--- src/rtl/xip_cache_pkg.sv ---
// Shared types and width helpers for the 2-way XiP cache.
package xip_cache_pkg;

  typedef enum logic [2:0] {IDLE, FILL, DATA, ERR1, ERR2} state_e;

  localparam logic [1:0] HTRANS_IDLE   = 2'b00;
  localparam logic [1:0] HTRANS_BUSY   = 2'b01;
  localparam logic [1:0] HTRANS_NONSEQ = 2'b10;
  localparam logic [1:0] HTRANS_SEQ    = 2'b11;

  function automatic int off_w(input int line_size);
    return $clog2(line_size);
  endfunction

  function automatic int idx_w(input int num_sets);
    return $clog2(num_sets);
  endfunction

  function automatic int tag_w(input int addr_w, input int num_sets, input int line_size);
    return addr_w - $clog2(num_sets) - $clog2(line_size);
  endfunction

endpackage

--- src/rtl/xip_cache_2way_array.sv ---
// Tag/valid/LRU state and line storage for both ways, with lookup, fill write and word read.
module xip_cache_2way_array
  import xip_cache_pkg::*;
#(
  parameter int NUM_SETS  = 8,
  parameter int LINE_SIZE = 16,
  parameter int ADDR_W    = 24,
  localparam int OFF_W    = off_w(LINE_SIZE),
  localparam int IDX_W    = idx_w(NUM_SETS),
  localparam int TAG_W    = tag_w(ADDR_W, NUM_SETS, LINE_SIZE),
  localparam int LN_W     = ADDR_W - OFF_W,
  localparam int LINE_W   = LINE_SIZE * 8,
  localparam int WSEL_W   = OFF_W - 2
) (
  input  logic              clk_i,
  input  logic              rst_i,
  input  logic [LN_W-1:0]   lk_line_i,
  output logic              hit_o,
  output logic              hit_way_o,
  input  logic              lru_upd_i,
  input  logic              wr_en_i,
  input  logic              wr_vld_i,
  input  logic [LN_W-1:0]   wr_line_addr_i,
  input  logic [LINE_W-1:0] wr_line_i,
  output logic              victim_o,
  input  logic              inv_i,
  input  logic              rd_way_i,
  input  logic [IDX_W-1:0]  rd_idx_i,
  input  logic [WSEL_W-1:0] rd_wsel_i,
  output logic [31:0]       rd_word_o
);

  logic [TAG_W-1:0]         tag_q  [2][NUM_SETS];
  logic [LINE_W-1:0]        data_q [2][NUM_SETS];
  logic [1:0][NUM_SETS-1:0] vld_q;
  logic [NUM_SETS-1:0]      lru_q;   // per set: the way to replace next

  logic [IDX_W-1:0]  lk_idx, wr_idx;
  logic [TAG_W-1:0]  lk_tag, wr_tag;
  logic [1:0]        way_hit;
  logic [LINE_W-1:0] rd_line;

  assign lk_idx   = lk_line_i[IDX_W-1:0];
  assign lk_tag   = lk_line_i[LN_W-1:IDX_W];
  assign wr_idx   = wr_line_addr_i[IDX_W-1:0];
  assign wr_tag   = wr_line_addr_i[LN_W-1:IDX_W];
  assign victim_o = lru_q[wr_idx];

  for (genvar w = 0; w < 2; w++) begin : g_way
    assign way_hit[w] = vld_q[w][lk_idx] && (tag_q[w][lk_idx] == lk_tag);
  end

  assign hit_o     = |way_hit;
  assign hit_way_o = way_hit[1];

  always_ff @(posedge clk_i or posedge rst_i) begin
    if (rst_i) begin
      vld_q <= '0;
      lru_q <= '0;
    end else begin
      if (wr_en_i) begin
        vld_q[victim_o][wr_idx] <= wr_vld_i;
        lru_q[wr_idx]           <= ~victim_o;
      end
      if (lru_upd_i) lru_q[lk_idx] <= ~hit_way_o;
      if (inv_i) vld_q <= '0;
    end
  end

  // Contents are qualified by valid, so no reset is needed here.
  always_ff @(posedge clk_i) begin
    if (wr_en_i) begin
      tag_q[victim_o][wr_idx]  <= wr_tag;
      data_q[victim_o][wr_idx] <= wr_line_i;
    end
  end

  assign rd_line = data_q[rd_way_i][rd_idx_i];

  always_comb begin
    rd_word_o = '0;
    for (int w = 0; w < LINE_SIZE / 4; w++)
      if (rd_wsel_i == WSEL_W'(w)) rd_word_o = rd_line[w*32 +: 32];
  end

endmodule

--- src/rtl/xip_cache_2way_ahbl.sv ---
// AHB-Lite read-only XiP cache front-end: address-phase capture, FSM, fill handshake, counters.
module xip_cache_2way_ahbl
  import xip_cache_pkg::*;
#(
  parameter int NUM_SETS  = 8,
  parameter int LINE_SIZE = 16,
  parameter int ADDR_W    = 24,
  parameter int CNT_W     = 16
) (
  input  logic                   HCLK,
  input  logic                   HRESET,
  input  logic                   HSEL,
  input  logic [31:0]            HADDR,
  input  logic [1:0]             HTRANS,
  input  logic                   HWRITE,
  input  logic                   HREADY,
  output logic                   HREADYOUT,
  output logic                   HRESP,
  output logic [31:0]            HRDATA,
  output logic                   fill_req,
  output logic [ADDR_W-1:0]      fill_addr,
  input  logic                   fill_done,
  input  logic [LINE_SIZE*8-1:0] fill_line,
  input  logic                   inv,
  input  logic                   cnt_clr,
  output logic [CNT_W-1:0]       hit_cnt,
  output logic [CNT_W-1:0]       miss_cnt
);

  localparam int OFF_W  = off_w(LINE_SIZE);
  localparam int IDX_W  = idx_w(NUM_SETS);
  localparam int WSEL_W = OFF_W - 2;

  state_e             state_q, state_d;
  logic [ADDR_W-1:0]  fill_addr_q;
  logic               inv_pend_q;
  logic               rd_way_q;
  logic [IDX_W-1:0]   rd_idx_q;
  logic [WSEL_W-1:0]  rd_wsel_q;
  logic [CNT_W-1:0]   hit_cnt_q, miss_cnt_q;

  logic accept, decode, rd_acc, hit_acc, miss_acc, fill_fire;
  logic lk_hit, lk_way, victim;
  logic unused_ok;

  assign unused_ok = ^{HADDR[31:ADDR_W], HTRANS[0]};

  assign accept    = HSEL & HREADY & HTRANS[1];
  assign decode    = (state_q == IDLE) || (state_q == DATA) || (state_q == ERR2);
  assign rd_acc    = decode & accept & ~HWRITE;
  assign hit_acc   = rd_acc & lk_hit;
  assign miss_acc  = rd_acc & ~lk_hit;
  assign fill_fire = (state_q == FILL) & fill_done;

  xip_cache_2way_array #(
    .NUM_SETS (NUM_SETS),
    .LINE_SIZE(LINE_SIZE),
    .ADDR_W   (ADDR_W)
  ) u_array (
    .clk_i         (HCLK),
    .rst_i         (HRESET),
    .lk_line_i     (HADDR[ADDR_W-1:OFF_W]),
    .hit_o         (lk_hit),
    .hit_way_o     (lk_way),
    .lru_upd_i     (hit_acc),
    .wr_en_i       (fill_fire),
    .wr_vld_i      (~(inv | inv_pend_q)),
    .wr_line_addr_i(fill_addr_q[ADDR_W-1:OFF_W]),
    .wr_line_i     (fill_line),
    .victim_o      (victim),
    .inv_i         (inv),
    .rd_way_i      (rd_way_q),
    .rd_idx_i      (rd_idx_q),
    .rd_wsel_i     (rd_wsel_q),
    .rd_word_o     (HRDATA)
  );

  always_comb begin
    state_d   = state_q;
    HREADYOUT = 1'b1;
    HRESP     = 1'b0;
    unique case (state_q)
      IDLE, DATA, ERR2: begin
        HRESP   = (state_q == ERR2);
        state_d = IDLE;
        if (accept) state_d = HWRITE ? ERR1 : (lk_hit ? IDLE : FILL);
      end
      FILL: begin
        HREADYOUT = 1'b0;
        if (fill_done) state_d = DATA;
      end
      ERR1: begin
        HREADYOUT = 1'b0;
        HRESP     = 1'b1;
        state_d   = ERR2;
      end
      default: state_d = IDLE;
    endcase
  end

  always_ff @(posedge HCLK or posedge HRESET) begin
    if (HRESET) begin
      state_q     <= IDLE;
      fill_addr_q <= '0;
      inv_pend_q  <= 1'b0;
      rd_way_q    <= 1'b0;
      rd_idx_q    <= '0;
      rd_wsel_q   <= '0;
      hit_cnt_q   <= '0;
      miss_cnt_q  <= '0;
    end else begin
      state_q <= state_d;
      if (rd_acc) begin
        rd_way_q  <= lk_way;
        rd_idx_q  <= HADDR[OFF_W +: IDX_W];
        rd_wsel_q <= HADDR[OFF_W-1:2];
      end
      if (miss_acc) fill_addr_q <= {HADDR[ADDR_W-1:OFF_W], {OFF_W{1'b0}}};
      if (fill_fire) rd_way_q <= victim;
      // An invalidate seen during a fill must keep that line from being validated.
      if (state_q == FILL) inv_pend_q <= fill_done ? 1'b0 : (inv_pend_q | inv);
      if (cnt_clr) hit_cnt_q <= '0;
      else if (hit_acc && !(&hit_cnt_q)) hit_cnt_q <= hit_cnt_q + CNT_W'(1);
      if (cnt_clr) miss_cnt_q <= '0;
      else if (miss_acc && !(&miss_cnt_q)) miss_cnt_q <= miss_cnt_q + CNT_W'(1);
    end
  end

  assign fill_req  = (state_q == FILL);
  assign fill_addr = fill_addr_q;
  assign hit_cnt   = hit_cnt_q;
  assign miss_cnt  = miss_cnt_q;

endmodule
--- config.mk ---
export PLATFORM = sky130hd
export DESIGN_NAME = xip_cache_2way_ahbl
export DESIGN_NICKNAME = d
export VERILOG_FILES = /design/src/rtl/xip_cache_pkg.sv /design/src/rtl/xip_cache_2way_array.sv /design/src/rtl/xip_cache_2way_ahbl.sv
export SDC_FILE = /design/constraint.sdc
export NUM_CORES = 2
export LEC_CHECK = 0
export ABC_AREA = 1
export BUFFER_PORTS_ARGS = -buffer_cell sky130_fd_sc_hd__buf_2
export CAP_MARGIN = 25
export CORE_MARGIN = 3
export CORE_UTILIZATION = 38
export CTS_CLUSTER_SIZE = 16
export DETAILED_ROUTE_END_ITERATION = 7
export PLACE_DENSITY = 0.49
export SLEW_MARGIN = 10
export SYNTH_ARGS = -nofsm -noshare
export SYNTH_HDL_FRONTEND = slang
export SYNTH_HIERARCHICAL = 1
export SYNTH_SLANG_ARGS = --single-unit
--- constraint.sdc ---
create_clock -name HCLK -period 10.8 [get_ports HCLK]
set_input_delay 2.16 -clock HCLK [delete_from_list [all_inputs] [get_ports HCLK]]
set_output_delay 2.16 -clock HCLK [all_outputs]
set_load 0.005 [all_outputs]
==> reports/metrics.json <==
{
  "outcome": {"value": "completed"},
  "synth_async_sr_flop_share": {"value": 3.574, "unit": "%"},
  "htree_num_levels": {"value": 5},
  "postRouteWirelength": {"value": 290.2, "unit": "mm"},
  "drt-vias-per-instance": {"value": 5.568},
  "timing_max_transition_violations_final": {"value": 0},
  "synth_area_in_adders": {"value": 0.02616, "unit": "%"},
  "path_buf_inv": {"value": 3},
  "crit_path_max_cell_delay": {"value": 0.89, "unit": "ns"},
  "clk-insertion-delay-late": {"value": 0.93, "unit": "ns"},
  "die_span_x": {"value": 507.8, "unit": "um"},
  "io_pins": {"value": 261},
  "worst_setup_hold_path_clk_slew": {"value": 0.06, "unit": "ns"},
  "grtUsageTotal": {"value": 22.05, "unit": "%"},
  "initial_core_util": {"value": 38.33, "unit": "%"},
  "netlist.top_cell.by_area": {"value": "sky130_fd_sc_hd__edfxtp_1"},
  "cts_setup_buffers": {"value": 0},
  "unrepaired_setup_endpoints_after_global_routing": {"value": "no"},
  "setup.worst_path.end_class": {"value": "output port"},
  "cap_viol_max_count": {"value": 0},
  "worst_ep_arrival": {"value": 4.83, "unit": "ns"},
  "numClockSinks": {"value": 2406},
  "share_seq_of_total_power": {"value": 43.7, "unit": "%"},
  "yosys.area.top_type_share": {"value": 72.82, "unit": "%"},
  "worstHoldEndpoint": {"value": "inv_pend_q$_DFFE_PP0N_"},
  "synth_simple_gate_area_share": {"value": 10.04, "unit": "%"},
  "power_switching": {"value": 7.301, "unit": "mW"},
  "floorplan.die.height": {"value": 507.8, "unit": "um"},
  "detailedPlacementHpwl": {"value": 141.6, "unit": "mm"},
  "r2r.worst_path.cells": {"value": 9},
  "root_cell_of_the_clock_tree": {"value": "sky130_fd_sc_hd__clkbuf_16"},
  "pwrdens": {"value": 223.1, "unit": "nW/um^2"},
  "synth_top_cells_by_area": {"value": "sky130_fd_sc_hd__edfxtp_1 73%, sky130_fd_sc_hd__o21ai_0 5.9%, sky130_fd_sc_hd__nor2_1 5.1%"},
  "crit_path_cell_trace": {"value": "buf_4 -> buf_4 -> o21ai_0 -> o221ai_1 -> o21ai_0 -> nand2_1 -> nand3_1 -> nand4_1 -> buf_2"},
  "antenna_violations_before_repair": {"value": 74},
  "die_area": {"value": 257800, "unit": "sq um"},
  "avg_inst_size_synth": {"value": 12.95, "unit": "sq um"},
  "drt_pre_antenna_iters": {"value": 6},
  "postSynthCellCount": {"value": 7385},
  "top_cell_family_by_delay_on_the_critical_path": {"value": "buffers and inverters"},
  "cts_hold_buf": {"value": 0},
  "synth_top_cells_by_count": {"value": "2320 x sky130_fd_sc_hd__edfxtp_1, 1295 x sky130_fd_sc_hd__nor2_1, 1133 x sky130_fd_sc_hd__o21ai_0"},
  "startpoint_type_of_the_worst_setup_path": {"value": "flop"},
  "first_iter_violations": {"value": 5990},
  "clockPowerShare": {"value": 37.0, "unit": "%"},
  "fp-row-count": {"value": 183},
  "gr_busiest_metal": {"value": "met2"},
  "yosysWarnings": {"value": 6},
  "timing.rr.start": {"value": "fill_addr[4]$_DFFE_PP0P_"},
  "ys_types": {"value": 41},
  "final.period_utilization": {"value": 64.75, "unit": "%"},
  "setup_tns": {"value": 0, "unit": "ns"},
  "timing.max_slew.rel_slack": {"value": 12.36, "unit": "%"},
  "vdd_ir_drop_max": {"value": 0.2206, "unit": "mV"},
  "drc": {"value": 0},
  "maximum_number_of_pins_on_one_net_before_global_route_repair": {"value": 212},
  "post_synth_xor_area_fraction": {"value": 0.1190, "unit": "%"},
  "port_buffers": {"value": 245},
  "met3_usage": {"value": 3.552, "unit": "%"},
  "crit_required": {"value": 8.64, "unit": "ns"},
  "cts-root-to-sink-buffers": {"value": 4},
  "numPlacedInstances": {"value": 10560},
  "finalInstanceArea": {"value": 108700, "unit": "sq um"},
  "worst_slew_pin_slew": {"value": 1.315, "unit": "ns"},
  "area.growth.synth_to_final": {"value": 13.67, "unit": "%"},
  "final_critical_period": {"value": 6.994, "unit": "ns"},
  "combinationalPowerShare": {"value": 19.3, "unit": "%"},
  "synth-edff-count": {"value": 2320},
  "nets": {"value": 7687},
  "final_layout_size_suffix_gt1_share": {"value": 10.11, "unit": "%"},
  "final_core_util": {"value": 43.57, "unit": "%"},
  "switching_portion_of_total_power": {"value": 30.09, "unit": "%"},
  "max_clock_freq": {"value": 143.0, "unit": "MHz"},
  "first_global_vias": {"value": 59130},
  "drt.antenna.violating_nets": {"value": 0},
  "hold_start": {"value": "inv_pend_q$_DFFE_PP0N_"},
  "routabilityCongestion": {"value": 0.7890},
  "synth_seq_area_share": {"value": 75.07, "unit": "%"},
  "ctsResizeCount": {"value": 0},
  "core_area": {"value": 249600, "unit": "sq um"},
  "synth_flop_cell": {"value": "sky130_fd_sc_hd__edfxtp_1"},
  "slowest_stage_cell_on_the_critical_path": {"value": "sky130_fd_sc_hd__buf_4"},
  "synth_compound_area_share": {"value": 11.75, "unit": "%"},
  "cts_buffers": {"value": 281},
  "placed_area": {"value": 100100, "unit": "sq um"},
  "finalSetupViolCount": {"value": 0},
  "use_met1": {"value": 31.67, "unit": "%"},
  "skew_final": {"value": 0.05832, "unit": "ns"},
  "vias": {"value": 61530},
  "finalNonFillerCells": {"value": 11050},
  "synth_seq_cells": {"value": 2406},
  "timing.critical_path.fanout_max": {"value": 82},
  "synthesis.area": {"value": 95670, "unit": "sq um"},
  "holdPathStages": {"value": 2},
  "cts_tree": {"value": "done"},
  "gr-usage-met2": {"value": 35.28, "unit": "%"},
  "yosys.cell_count.top_type": {"value": "sky130_fd_sc_hd__edfxtp_1"},
  "report.final.hold_viol_count": {"value": 0},
  "overflow": {"value": 0},
  "holdCritPathClass": {"value": "reg -> reg"},
  "synth_top_family_by_area": {"value": "compound AO/OA/AOI/OAI gates"},
  "end_of_the_worst_register_to_register_path": {"value": "u_array/data_q[1][921]$_DFFE_PP_"},
  "routedWlPerCell": {"value": 26.26, "unit": "um"},
  "reg2reg_slack": {"value": 5.59, "unit": "ns"},
  "grt_pass1_wl": {"value": 419.2, "unit": "mm"},
  "p_int": {"value": 16.96, "unit": "mW"},
  "static-leakage-power": {"value": 36.00, "unit": "nW"},
  "crit_type": {"value": "reg -> out"},
  "post_synth_mux_area_share": {"value": 0, "unit": "%"}
}
-- routing by layer --
| metal | up-vias | part of all wire (%) |
|---|---|---|
| met1 | 31300 | 45 |
| met5 | - | 0.071 |
| met4 | 28 | 2.2 |
| met2 | 2054 | 47 |
| met3 | 490 | 6.3 |
| li1 | 27660 | - |
-- tightest hold or removal path: cells and delay by family (launching register included) --
family          cells  cell delay [ns]
flops               1             0.35
simple gates        1             0.08
compound gates      1             0.04
-- power by group through the flow --
stage	clock network (mW)	logic, mW	registers (mW)
after floorplan	0	3.01	10.7
after global placement	0	4.65	10.8
after detailed placement	0	4.71	10.8
after CTS	9.19	4.72	10.6
after global routing	9.55	5.18	10.6
final	8.97	4.69	10.6
-- cell families after synthesis --
| kind of cell | Yosys count |
|---|---|
| adder cells (fa/ha/maj) | 2 |
| XOR/XNOR | 13 |
| buffers and inverters | 694 |
| flip-flops | 2406 |
| AND/OR/NAND/NOR | 2384 |
| AO/OA/AOI/OAI | 1885 |
| other | 1 |
-- per-stage QoR --
step	setup WS, ns	power, mW	hold slack (ns)
after floorplan	1.189	13.72	0.4435
after global placement	3.560	15.44	0.4979
after detailed placement	3.461	15.51	0.5029
after CTS	3.658	24.51	0.5184
after global routing	3.487	25.36	0.5409
final	3.806	24.26	0.5135
-- registers in the layout, indices dropped and copies added, names as in the netlist --
register and count:
rd_way_q 1, u_array/tag_q 272, hit_cnt 16, fill_addr 20, u_array/lru_q 8, u_array/data_q 2048
rd_wsel_q 2, u_array/vld_q 16, state_q 3, inv_pend_q 1, miss_cnt 16, rd_idx_q 3
-- worst max-delay path by stage --
stage / from / endpoint / cells after the start / slack [ns]
floorplan: fill_done / u_array/vld_q[9]$_DFFE_PP0P_ / 8 / 1.19
global route: rd_idx_q[0]$_DFFE_PP0P_ / HRDATA[21] / 9 / 3.49
global placement: HADDR[4] / miss_cnt[7]$_DFFE_PP0P_ / 21 / 3.56
finish: rd_idx_q[0]$_DFFE_PP0P_ / HRDATA[21] / 9 / 3.81
CTS: rd_idx_q[0]$_DFFE_PP0P_ / HRDATA[21] / 9 / 3.66
detailed placement: HADDR[4] / miss_cnt[2]$_DFFE_PP0P_ / 21 / 3.46
-- cell type report --
class                      count  area, sq um
tap                         3330         4167
timing repair buffer         345         2270
multi-input combinational   4288        21140
clock inverter               126         1159
clock buffer                 348         7378
inverter                     193        758.2
antenna                       14        35.03
sequential                  2406        71830
fill                       22860       140800
-- placed cells by master, fill, tap and decap left out, types with 14 or more instances in the layout --
cell type	instances
sky130_fd_sc_hd__o21ai_0	1133
sky130_fd_sc_hd__nand2_1	748
sky130_fd_sc_hd__a21oi_1	21
sky130_fd_sc_hd__nor2_4	26
sky130_fd_sc_hd__buf_12	21
sky130_fd_sc_hd__edfxtp_1	2320
sky130_fd_sc_hd__dfrtp_1	82
sky130_fd_sc_hd__o221ai_1	298
sky130_fd_sc_hd__o21bai_1	16
sky130_fd_sc_hd__o22ai_1	194
sky130_fd_sc_hd__clkbuf_16	285
sky130_fd_sc_hd__nor2_1	1276
sky130_fd_sc_hd__buf_2	244
sky130_fd_sc_hd__bufinv_16	21
sky130_fd_sc_hd__diode_2	14
sky130_fd_sc_hd__o21ai_1	67
sky130_fd_sc_hd__clkinv_2	34
sky130_fd_sc_hd__o211ai_1	149
sky130_fd_sc_hd__clkinv_1	57
sky130_fd_sc_hd__clkbuf_1	62
sky130_fd_sc_hd__inv_1	181
sky130_fd_sc_hd__buf_4	78
sky130_fd_sc_hd__nand3_1	220
sky130_fd_sc_hd__nand4_1	69
sky130_fd_sc_hd__or2_2	25
Note: power is estimated with default switching activity, not from simulation.
